==> config.mk <==
export PLATFORM = sky130hd
export DESIGN_NAME = id_ex_stage
export DESIGN_NICKNAME = d
export VERILOG_FILES = /design/src/rtl/wisc_pkg.sv /design/src/rtl/fwd_mux.sv /design/src/rtl/id_ex_stage.sv
export SDC_FILE = /design/constraint.sdc
export NUM_CORES = 1
export LEC_CHECK = 0
export CAP_MARGIN = 20
export CELL_PAD_IN_SITES_DETAIL_PLACEMENT = 1
export CELL_PAD_IN_SITES_GLOBAL_PLACEMENT = 1
export CORE_MARGIN = 2
export CORE_UTILIZATION = 29
export DETAILED_ROUTE_END_ITERATION = 10
export HOLD_SLACK_MARGIN = 0.03
export PLACE_DENSITY_LB_ADDON = 0.1
export SLEW_MARGIN = 20
export SYNTH_ARGS = -nofsm -noshare
export SYNTH_HDL_FRONTEND = slang
export SYNTH_SLANG_ARGS = --single-unit
export TNS_END_PERCENT = 1
==> constraint.sdc <==
create_clock -name clk -period 1.89 [get_ports clk]
set_input_delay 0.378 -clock clk [delete_from_list [all_inputs] [get_ports clk]]
set_output_delay 0.378 -clock clk [all_outputs]
set_load 0.03 [all_outputs]
==> src/rtl/wisc_pkg.sv <==
// Shared opcode constants, width defaults and decode helpers for the WISC pipeline.
package wisc_pkg;

  localparam int unsigned WISC_DW = 16;
  localparam int unsigned WISC_RW = 4;

  localparam logic [3:0] OPC_LW  = 4'h8;
  localparam logic [3:0] OPC_SW  = 4'h9;
  localparam logic [3:0] OPC_LLB = 4'hA;
  localparam logic [3:0] OPC_LHB = 4'hB;

  function automatic logic IS_BYTELOAD(input logic [3:0] opc);
    return (opc == OPC_LLB) || (opc == OPC_LHB);
  endfunction

endpackage

==> src/rtl/fwd_mux.sv <==
// Per-operand execute-time forwarding: EX/MEM beats MEM/WB beats the registered value.
module fwd_mux
  import wisc_pkg::*;
#(
  parameter int unsigned DW = WISC_DW,
  parameter int unsigned RW = WISC_RW
) (
  input  logic [RW-1:0] src,
  input  logic [DW-1:0] reg_data,
  input  logic          exm_reg_write,
  input  logic [RW-1:0] exm_rd,
  input  logic [DW-1:0] exm_data,
  input  logic          mwb_reg_write,
  input  logic [RW-1:0] mwb_rd,
  input  logic [DW-1:0] mwb_data,
  output logic [DW-1:0] fwd_data
);

  always_comb begin
    fwd_data = reg_data;
    // R0 is hardwired to zero and never takes a forwarded value
    if (src == '0) begin
      fwd_data = '0;
    end else if (exm_reg_write && (exm_rd == src)) begin
      fwd_data = exm_data;
    end else if (mwb_reg_write && (mwb_rd == src)) begin
      fwd_data = mwb_data;
    end
  end

endmodule

==> src/rtl/id_ex_stage.sv <==
// ID/EX pipeline register with operand forwarding, load-use stall and flush bubbles.
// Optional perf counters for stalls and flushes are built when ID_EX_STAGE_PERF_EN is defined.
module id_ex_stage
  import wisc_pkg::*;
#(
  parameter int unsigned DW = WISC_DW,
  parameter int unsigned RW = WISC_RW
) (
  input  logic          clk,
  input  logic          rst,
  input  logic          id_valid,
  input  logic [3:0]    id_opcode,
  input  logic [RW-1:0] id_rs,
  input  logic [RW-1:0] id_rt,
  input  logic [RW-1:0] id_rd,
  input  logic [DW-1:0] id_rs_data,
  input  logic [DW-1:0] id_rt_data,
  input  logic [DW-1:0] id_imm,
  input  logic          id_use_imm,
  input  logic          id_mem_read,
  input  logic          id_reg_write,
  input  logic          flush,
  input  logic          exm_reg_write,
  input  logic [RW-1:0] exm_rd,
  input  logic [DW-1:0] exm_data,
  input  logic          mwb_reg_write,
  input  logic [RW-1:0] mwb_rd,
  input  logic [DW-1:0] mwb_data,
  output logic [DW-1:0] alu_in1,
  output logic [DW-1:0] alu_in2,
  output logic [3:0]    opcode,
  output logic          inval,
  output logic [RW-1:0] ex_rd,
  output logic          ex_reg_write,
  output logic          ex_mem_read,
  output logic          stall
`ifdef ID_EX_STAGE_PERF_EN
  ,
  output logic [15:0]   perf_stall_cnt,
  output logic [15:0]   perf_flush_cnt
`endif
);

  logic          live_q;
  logic          valid_q, reg_write_q, mem_read_q, use_imm_q;
  logic [3:0]    opcode_q;
  logic [RW-1:0] rd_q, rs_q, rt_q;
  logic [DW-1:0] rs_data_q, rt_data_q, imm_q;

  logic          rt_used;
  logic          capture;
  logic [DW-1:0] rs_cap, rt_cap;
  logic [DW-1:0] rs_fwd, rt_fwd;

  // LLB/LHB read their destination through rt, so rt is live for them too
  assign rt_used = !id_use_imm || IS_BYTELOAD(id_opcode);

  assign stall = !flush && id_valid && valid_q && mem_read_q && (rd_q != '0) &&
                 ((rd_q == id_rs) || ((rd_q == id_rt) && rt_used));

  // The first edge after reset release always captures a bubble
  assign capture = id_valid && !stall && !flush && live_q;

  // Same-cycle writeback bypass into the captured operand
  assign rs_cap = ((id_rs != '0) && mwb_reg_write && (mwb_rd == id_rs)) ? mwb_data : id_rs_data;
  assign rt_cap = ((id_rt != '0) && mwb_reg_write && (mwb_rd == id_rt)) ? mwb_data : id_rt_data;

  always_ff @(posedge clk or negedge rst) begin
    if (!rst) begin
      live_q      <= 1'b0;
      valid_q     <= 1'b0;
      reg_write_q <= 1'b0;
      mem_read_q  <= 1'b0;
      use_imm_q   <= 1'b0;
      opcode_q    <= '0;
      rd_q        <= '0;
      rs_q        <= '0;
      rt_q        <= '0;
      rs_data_q   <= '0;
      rt_data_q   <= '0;
      imm_q       <= '0;
    end else begin
      live_q      <= 1'b1;
      valid_q     <= capture;
      reg_write_q <= capture && id_reg_write;
      mem_read_q  <= capture && id_mem_read;
      use_imm_q   <= id_use_imm;
      opcode_q    <= id_opcode;
      rd_q        <= IS_BYTELOAD(id_opcode) ? id_rt : id_rd;
      rs_q        <= id_rs;
      rt_q        <= id_rt;
      rs_data_q   <= rs_cap;
      rt_data_q   <= rt_cap;
      imm_q       <= id_imm;
    end
  end

  fwd_mux #(
    .DW (DW),
    .RW (RW)
  ) u_fwd_rs (
    .src           (rs_q),
    .reg_data      (rs_data_q),
    .exm_reg_write (exm_reg_write),
    .exm_rd        (exm_rd),
    .exm_data      (exm_data),
    .mwb_reg_write (mwb_reg_write),
    .mwb_rd        (mwb_rd),
    .mwb_data      (mwb_data),
    .fwd_data      (rs_fwd)
  );

  fwd_mux #(
    .DW (DW),
    .RW (RW)
  ) u_fwd_rt (
    .src           (rt_q),
    .reg_data      (rt_data_q),
    .exm_reg_write (exm_reg_write),
    .exm_rd        (exm_rd),
    .exm_data      (exm_data),
    .mwb_reg_write (mwb_reg_write),
    .mwb_rd        (mwb_rd),
    .mwb_data      (mwb_data),
    .fwd_data      (rt_fwd)
  );

  always_comb begin
    alu_in1 = rs_fwd;
    alu_in2 = use_imm_q ? imm_q : rt_fwd;
    if (IS_BYTELOAD(opcode_q)) begin
      alu_in1 = imm_q;
      alu_in2 = rt_fwd;
    end
  end

  assign opcode       = opcode_q;
  assign inval        = valid_q;
  assign ex_rd        = rd_q;
  assign ex_reg_write = reg_write_q;
  assign ex_mem_read  = mem_read_q;

`ifdef ID_EX_STAGE_PERF_EN
  logic [15:0] stall_cnt_q, flush_cnt_q;

  always_ff @(posedge clk or negedge rst) begin
    if (!rst) begin
      stall_cnt_q <= '0;
      flush_cnt_q <= '0;
    end else begin
      if (stall && (stall_cnt_q != 16'hFFFF)) stall_cnt_q <= stall_cnt_q + 16'd1;
      if (flush && (flush_cnt_q != 16'hFFFF)) flush_cnt_q <= flush_cnt_q + 16'd1;
    end
  end

  assign perf_stall_cnt = stall_cnt_q;
  assign perf_flush_cnt = flush_cnt_q;
`endif

endmodule
==> reports/results.ini <==
[setup_path]
required_ns = 1.51
cp_cell_sequence = clkdlybuf4s50_1 > buf_4 > o2111ai_2 > nor3b_4 > buf_6 > mux2i_4 > o221ai_4 > buf_6
slowest_delay_ns = 0.51
slowest_stage = clkdlybuf4s50_1
reg2regPathDepth = 7
rr_startpoint = ex_rd[3]
startpoint = mwb_reg_write
reg2reg_setup_slack_ns = 0.14
cp_max_fo = 7
r2r_end = ex_reg_write
endpoint_kind = output pin
crit_top_cell = buf_6
startpoint_type = input pin
cp.arrival_ns = 2.27
critical_path_class = input pin to output pin

[cts]
h-tree-depth = 3
clockBufferDepth = 2
cts_inserted_buffers = 9
clkTransAtPathRegs_ns = 0.06
cts_root_buf = clkbuf_16
clkSinkCount = 69
cts_tree = yes
clk_latency_ns = 0.33

[placed_design]
pre_cts_ws_ns = -1.091
post-dp-hpwl_mm = 10.43
port_buffers = 156
routabilityCongestion = 0.7705

[power_and_ir_drop]
combPwrFrac_pct = 30.0
swShare_pct = 28.95
p_sw_mw = 1.369
power_frac_clock_pct = 35.7
intPower_mw = 3.359
leakage_nw = 2.891
ir_drop_uv = 430.6
p_seq_share_pct = 34.3
power.density_nw_per_um2 = 675.0

[floorplanning]
row_count = 40
dieWidth_um = 115.3
io_pins = 157
core_area_um2 = 12060
initial_core_util_pct = 29.76
die_area_um2 = 13280
dieHeight_um = 115.3

[finish]
syn_to_final_growth_pct = 95.09
drive_gt1_share_pct = 44.17
antenna_cells = 0
fin_nets = 665

[logic_synthesis]
synth_edf_count = 0
ys.flop_type = dfrtp_1
syn_inst = 323
synthArstFlopShare_pct = 100.0
avgSynthCellArea_um2 = 11.11
synth-seq-cells = 69
yosysWarnings = 0
synth_top_cell_by_area = dfrtp_1
yosys.cell_types.count = 34
yosys-top-cells-area = dfrtp_1 (48%), mux2_2 (11%), mux2i_1 (8.9%)
syn_nets = 436
yosysMostFrequentCell = dfrtp_1
synth_common_cells = dfrtp_1 (69), nand2_1 (54), mux2_2 (36)
synth.top_cell.area_share_pct = 48.10
yosysSeqAreaShare_pct = 48.10
syn-cell-area_um2 = 3590

[global_routing]
grt_start_max_net_pins = 37
grt_pass1_wl_mm = 21.89
grt_pass1_vias = 3954
grt.total_usage_pct = 22.27
gr-total-overflow = 0
antenna_found_initial = 0

[routing]
drtIter0Drc = 79
drc_errors = 0
drt-pass1-iter-count = 4
drt-total-wl_mm = 14.05
viasPerCell = 4.760
vias = 3451
routedWlPerCell_um = 19.38
antenna_left = 0

[run_status]
status = finished, violations left
violations = setup timing

[timing]
tightest_slew_ns = 0.5233
drv_slew = 0
whs_ns = 0.01942
timing.fmax_mhz = 377.0
fin_ws_ns = -0.7626
setup_viol = 33
rsz0062_at_grt = yes
period_share_pct = 140.3
maxSlewHeadroom_pct = 65.11
period_needed_ns = 2.653
hold_viol_final = 0
skew_ns = 0.001248

[flow_run]
drv_cap = 0

[worst_hold_path]
holdCritPathClass = input pin to asynchronous set/reset pin

==> flip-flops by register name (all words and copies together), names as in the netlist <==
signal	cells
imm_q	16
ex_mem_read	1
opcode	4
rt_q	4
use_imm_q	1
ex_reg_write	1
rs_data_q	16
rt_data_q	16
inval	1
live_q	1
ex_rd	4
rs_q	4
==> per-stage QoR <==
step	setup TNS, ns	power [mW]	instance area [um^2]	utilization [%]	instances
after floorplan	-7.551	2.211	3933	-	323
after global placement	-41.63	2.873	6147	50.96	705
after detailed placement	-43.53	2.900	6147	50.96	705
after CTS	-23.83	4.754	6875	57.00	724
after global routing	-26.13	4.956	7003	58.06	725
final	-23.16	4.727	7003	58.06	725
==> cell usage in the layout, fill, tap and decap left out, drive strengths merged, types with 2 or more instances in the layout <==
cell type / count
nor3: 4
buf: 108
and2: 3
xnor2: 11
inv: 19
a21oi: 2
nor2: 3
mux2i: 32
dlygate4sd2: 12
nand2b: 4
nand3b: 2
dfrtp: 69
dlymetal6s2s: 7
or3: 2
clkinv: 4
o221ai: 32
clkdlybuf4s15: 4
nand4: 2
nand2: 54
clkdlybuf4s50: 102
xor2: 16
clkbuf: 11
nor4: 6
mux2: 36
==> kinds of logic after synthesis <==
logic type	share of synthesized area, %
buf+inv	4.427
xor+xnor	6.587
other cells	0.1045
mux	20.22
flops	48.10
compound gates	9.376
simple gates	11.19
==> power by group through the flow <==
stage	combinational [mW]	sequential [mW]	clock (mW)
after floorplan	0.563	1.65	0
after global placement	1.24	1.63	0
after detailed placement	1.27	1.63	0
after CTS	1.41	1.62	1.73
after global routing	1.50	1.63	1.82
final	1.42	1.62	1.69
==> critical path, delay by kind of cell <==
family,cells,cell delay [ns]
simple gates,1,0.30
buf+inv,4,1.03
mux,1,0.28
compound gates,2,0.28
==> layout make-up <==
type                    count  area, um^2
clock buffers              11       242.7
fillers                  1240        5059
flip-flops and latches     69        1733
clock inverters             5       50.05
repair buffers            234        2310
multi-input cells         219        2386
well taps                 168       210.2
inverters                  19       71.32
==> worst max path at each step <==
stage                   to  cells past startpoint  slack, ns
4_1_cts        alu_in1[14]                      7      -0.77
6_report        alu_in1[4]                      8      -0.76
5_1_grt         alu_in2[7]                      8      -0.84
2_1_floorplan  alu_in2[10]                      5      -0.27
3_3_place_gp   alu_in2[10]                      8      -1.06
3_5_place_dp   alu_in2[10]                      8      -1.09
==> repair_timing <==
action	CTS	global route
pin swaps	9	10
setup endpoints to repair	53	57
gates cloned	2	0
hold buffers	0	0
gates resized for setup	134	28
setup buffers	1	1
==> per-layer routing <==
metal	GRT usage, %	wire [um]	vias to the layer above
li1	-	-	1617
met2	37.80	6995	117
met1	28.41	6078	1698
met4	5.863	201	0
met3	5.588	772	19
met5	0	0	-
Power figures use the tool's default switching activity.
